<file path="src/rtl/reg_write_arbiter.sv">
// Round-robin write sequencer that shares one external load-enabled register
// among four requesters: grant, one-cycle write, one-cycle ack, optional gap.
module reg_write_arbiter #(
  parameter int WIDTH = 4,
  parameter int GAP   = 0
) (
  input  logic                 clk,
  input  logic                 rst,
  input  logic [3:0]           req,
  input  logic [4*WIDTH-1:0]   din,
  output logic                 load,
  output logic [WIDTH-1:0]     d_out,
  output logic [3:0]           gnt,
  output logic [3:0]           ack,
  output logic                 busy,
  output logic [1:0]           last_id,
  output logic [7:0]           wr_count
);

  // Handshake: req[i] is a level held until ack[i] is seen; ack[i] is a single
  // cycle pulse after the write cycle, and req[i] drops in the cycle after it.
  typedef enum logic [1:0] {S_IDLE, S_WRITE, S_ACK, S_GAP} state_t;

  state_t     state, state_next;
  logic [3:0] gap_cnt;
  logic [1:0] cur_id;
  logic [1:0] winner;
  logic [1:0] idx;

  // Scan from lowest to highest priority so the highest-priority hit wins.
  always_comb begin
    winner = last_id;
    idx    = last_id;
    for (int k = 4; k >= 1; k--) begin
      idx = last_id + 2'(k);
      if (req[idx]) winner = idx;
    end
  end

  always_ff @(posedge clk or posedge rst) begin
    if (rst) state <= S_IDLE;
    else     state <= state_next;
  end

  always_comb begin
    state_next = state;
    case (state)
      S_IDLE:  if (req != 4'b0000) state_next = S_WRITE;
      S_WRITE: state_next = S_ACK;
      S_ACK:   state_next = (GAP == 0) ? S_IDLE : S_GAP;
      S_GAP:   if (gap_cnt == 4'd1) state_next = S_IDLE;
      default: state_next = S_IDLE;
    endcase
  end

  always_ff @(posedge clk or posedge rst) begin
    if (rst) begin
      load     <= 1'b0;
      d_out    <= '0;
      gnt      <= 4'b0000;
      ack      <= 4'b0000;
      busy     <= 1'b0;
      last_id  <= 2'd3;
      wr_count <= 8'd0;
      gap_cnt  <= 4'd0;
      cur_id   <= 2'd0;
    end else begin
      busy <= (state_next != S_IDLE);
      case (state)
        S_IDLE: begin
          if (req != 4'b0000) begin
            gnt    <= 4'b0001 << winner;
            d_out  <= din[winner*WIDTH +: WIDTH];
            load   <= 1'b1;
            cur_id <= winner;
          end
        end
        S_WRITE: begin
          load     <= 1'b0;
          gnt      <= 4'b0000;
          ack      <= 4'b0001 << cur_id;
          last_id  <= cur_id;
          wr_count <= wr_count + 8'd1;
        end
        S_ACK: begin
          ack <= 4'b0000;
          if (GAP != 0) gap_cnt <= 4'(GAP);
        end
        S_GAP: gap_cnt <= gap_cnt - 4'd1;
        default: ;
      endcase
    end
  end

endmodule

</file>
<file path="config.mk">
export PLATFORM = sky130hd
export DESIGN_NAME = reg_write_arbiter
export DESIGN_NICKNAME = d
export VERILOG_FILES = /design/src/rtl/reg_write_arbiter.sv
export SDC_FILE = /design/constraint.sdc
export NUM_CORES = 1
export LEC_CHECK = 0
export CELL_PAD_IN_SITES_DETAIL_PLACEMENT = 0
export CELL_PAD_IN_SITES_GLOBAL_PLACEMENT = 1
export CORE_MARGIN = 10
export CORE_UTILIZATION = 36
export DETAILED_ROUTE_END_ITERATION = 8
export PLACE_DENSITY = 0.78
export SLEW_MARGIN = 20
export SYNTH_ARGS = -nofsm -noshare
export SYNTH_HDL_FRONTEND = slang
export SYNTH_SLANG_ARGS = --single-unit
</file>
<file path="constraint.sdc">
create_clock -name clk -period 1.9 [get_ports clk]
set_input_delay 0.19 -clock clk [delete_from_list [all_inputs] [get_ports clk]]
set_output_delay 0.19 -clock clk [all_outputs]
set_load 0.02 [all_outputs]
</file>
==> impl_metrics.env <==
export IMPL_status="finished, final reports clean"
export IMPL_clk_pin_slew_ps=70
export IMPL_ir_worst_vdd_v=0.000896
export IMPL_dp_cells=262
export IMPL_drv_cap=0
export IMPL_p_per_area_mw_per_mm2=1710
export IMPL_crit_fanout=6
export IMPL_slew_headroom=0.741
export IMPL_diodes=0
export IMPL_ctsHoldBuffers=0
export IMPL_stdcell_count=270
export IMPL_synthFlopType="dfrtp_1"
export IMPL_cp_required_ps=2040
export IMPL_critPathArrivalTime_ps=1900
export IMPL_synth_area_leaders="dfrtp_1 46%, ha_1 6.2%, xnor2_1 3.8%, o21ai_0 3.7%, dfstp_2 3.2%"
export IMPL_wirelength_um=4100
export IMPL_finalCritPeriodShare=0.928
export IMPL_initial_core_util=0.373
export IMPL_power_total_w=0.00398
export IMPL_fmax_mhz=567
export IMPL_grt_usage=0.111
export IMPL_syn_area_mm2=0.00162
export IMPL_rsz0062_at_grt="false"
export IMPL_crit_path_start_kind="flip-flop"
export IMPL_report_final_hold_viol_count=0
export IMPL_fp_coreArea_mm2=0.00435
export IMPL_synth_cell_types=34
export IMPL_cts_made_buffers=5
export IMPL_tightest_slew_ps=378
export IMPL_netlist_top_cell_by_area="dfrtp_1"
export IMPL_grt_pass1_wl_um=6890
export IMPL_fin_crit_ps=1760
export IMPL_fin_nets=247
export IMPL_die_y_um=87.1
export IMPL_syn2layout_area_growth_pct=43.8
export IMPL_grt_pass1_vias=1399
export IMPL_report_final_slew_viol_count=0
export IMPL_timing_rr_start="last_id[0]"
export IMPL_fin_worst_skew_ps=11.4
export IMPL_async_flop_share=1.00
export IMPL_finalSetupViolCount=0
export IMPL_clock_latency_ps=280
export IMPL_grt_max_degree=33
export IMPL_synth_nets=188
export IMPL_overflow=0
export IMPL_yosys_top_cells_count="30 x dfrtp_1, 14 x inv_1, 12 x o21ai_0, 11 x nand2_1, 11 x nor2_1"
export IMPL_setup_tns_ps=0
export IMPL_antenna_left=0
export IMPL_ys_seq_area_frac=0.495
export IMPL_gp_congestion=0.800
export IMPL_synth_top_area_frac=0.463
export IMPL_antenna_found_initial=0
export IMPL_synth_edf_count=0
export IMPL_clockBufferDepth=2
export IMPL_r2r_cells=6
export IMPL_drtIter0Drc=55
export IMPL_final_cell_area_mm2=0.00233
export IMPL_r2r_end="d_out[2]"
export IMPL_syn_area_per_cell_um2=10.3
export IMPL_vias_per_cell=4.95
export IMPL_ys_warn_count=0
export IMPL_p_leak_nw=1.04
export IMPL_path_class="flip-flop to flip-flop"
export IMPL_firstDrtPassIters=4
export IMPL_reg2reg_slack_ps=140
export IMPL_synth_seq_cells=32
export IMPL_htree_num_levels=2
export IMPL_drive_gt1_frac=0.124
export IMPL_fp_dieW_um=87.1
export IMPL_place_port_buffers=45
export IMPL_io_pins=46
export IMPL_drcViolationCount=0
export IMPL_wire_per_inst_um=15.2
export IMPL_synth_most_common_cell="dfrtp_1"
export IMPL_tritoncts="yes"
export IMPL_end_kind="flip-flop"
export IMPL_rows=24
export IMPL_post_cts_buffers=0
export IMPL_synth_cells=158
export IMPL_placed_area_mm2=0.00219
export IMPL_dp_final_hpwl_um=3330
export IMPL_vias=1337
export IMPL_clkSinkCount=32
export IMPL_hold_class="input pin to async pin"
export IMPL_die_area_mm2=0.00759
export IMPL_root_buffer="clkbuf_8"
[cells in the final DEF, fill, tap and decap left out, types with 2 or more instances in the layout]
cell type / n
a2111oi_0: 2
xor2_1: 3
and3_1: 4
nand2b_1: 2
dfstp_2: 2
o21ai_0: 12
nand2_1: 11
clkdlybuf4s50_1: 45
a211oi_1: 4
o32ai_1: 2
a21o_1: 4
dfrtp_1: 30
nor2b_1: 3
a2111oi_2: 2
ha_1: 8
nand3_1: 7
nand4_1: 3
buf_4: 10
inv_1: 14
a21oi_1: 4
nor2_1: 11
xnor2_1: 7
clkbuf_8: 7
a31oi_1: 4
mux2i_1: 4
mux2_2: 2
[layout make-up]
cell class              count  area (um2)
clock inverters             1        30.0
repair buffers             55         526
flip-flops and latches     32         803
multi-input cells         109         761
clock buffers               7        96.3
fillers                   355        2020
well taps                  52        65.1
inverters                  14        52.6
[registers in the layout (all words and copies together) (netlist names)]
name,count
ack,4
gnt,4
gap_cnt,4
state,2
busy,1
wr_count,8
last_id,2
load,1
d_out,4
cur_id,2
[stage by stage]
stage / hold WS, ps / setup WS [ps] / utilization
2_1_floorplan: 305 / 253 / -
3_3_place_gp: 451 / 24.5 / 0.504
4_1_cts: 304 / 55.8 / 0.533
5_1_grt: 346 / 11.9 / 0.536
6_report: 293 / 138 / 0.536
3_5_place_dp: 459 / -250 / 0.504
[timing repair]
item / 4_1_cts / 5_1_grt
pin swaps: 0 / 0
endpoints found under the setup margin: 1 / 2
gates resized for setup: 1 / 3
[how the worst max path moves through the flow]
stage / depth (start not counted) / end / startpoint
after CTS: 5 / d_out[1] / last_id[0]
after floorplan: 6 / d_out[1] / last_id[0]
after detailed placement: 6 / d_out[1] / req[3]
final: 6 / d_out[2] / last_id[0]
after global placement: 6 / d_out[3] / req[1]
after global routing: 6 / d_out[3] / last_id[0]
[critical path, cell delays in order, from the launching register on]
cell and delay (ps):
dfstp_2 590, nand2b_4 140, a21o_1 130, and3_1 300, buf_4 180, mux2i_1 190
a211oi_1 90
[power breakdown]
group / internal, W / leakage, nW / total (W) / switching (W)
registers: 0.00101 / 0.392 / 0.00128 / 0.000268
logic: 0.000957 / 0.586 / 0.00200 / 0.00104
clock network: 0.000463 / 0.0645 / 0.000710 / 0.000247
[layer usage]
metal,wire [um],global-route usage,vias to the layer above
met5,0,0,-
met4,44,0.0362,0
met3,220,0.0290,4
met2,1960,0.169,31
met1,1870,0.148,634
li1,-,-,668
[cell families (layout without fill, tap and decap cells)]
group,count (synthesis),in the layout,synth area share
AO/OA/AOI/OAI,39,39,0.161
flip-flops,32,32,0.495
AND/OR/NAND/NOR,46,46,0.146
buffers and inverters,17,77,0.0439
multiplexers,6,6,0.0386
XOR/XNOR,10,10,0.0540
adder cells (fa/ha/maj),8,8,0.0617
Note: power is estimated with default switching activity, not from simulation.
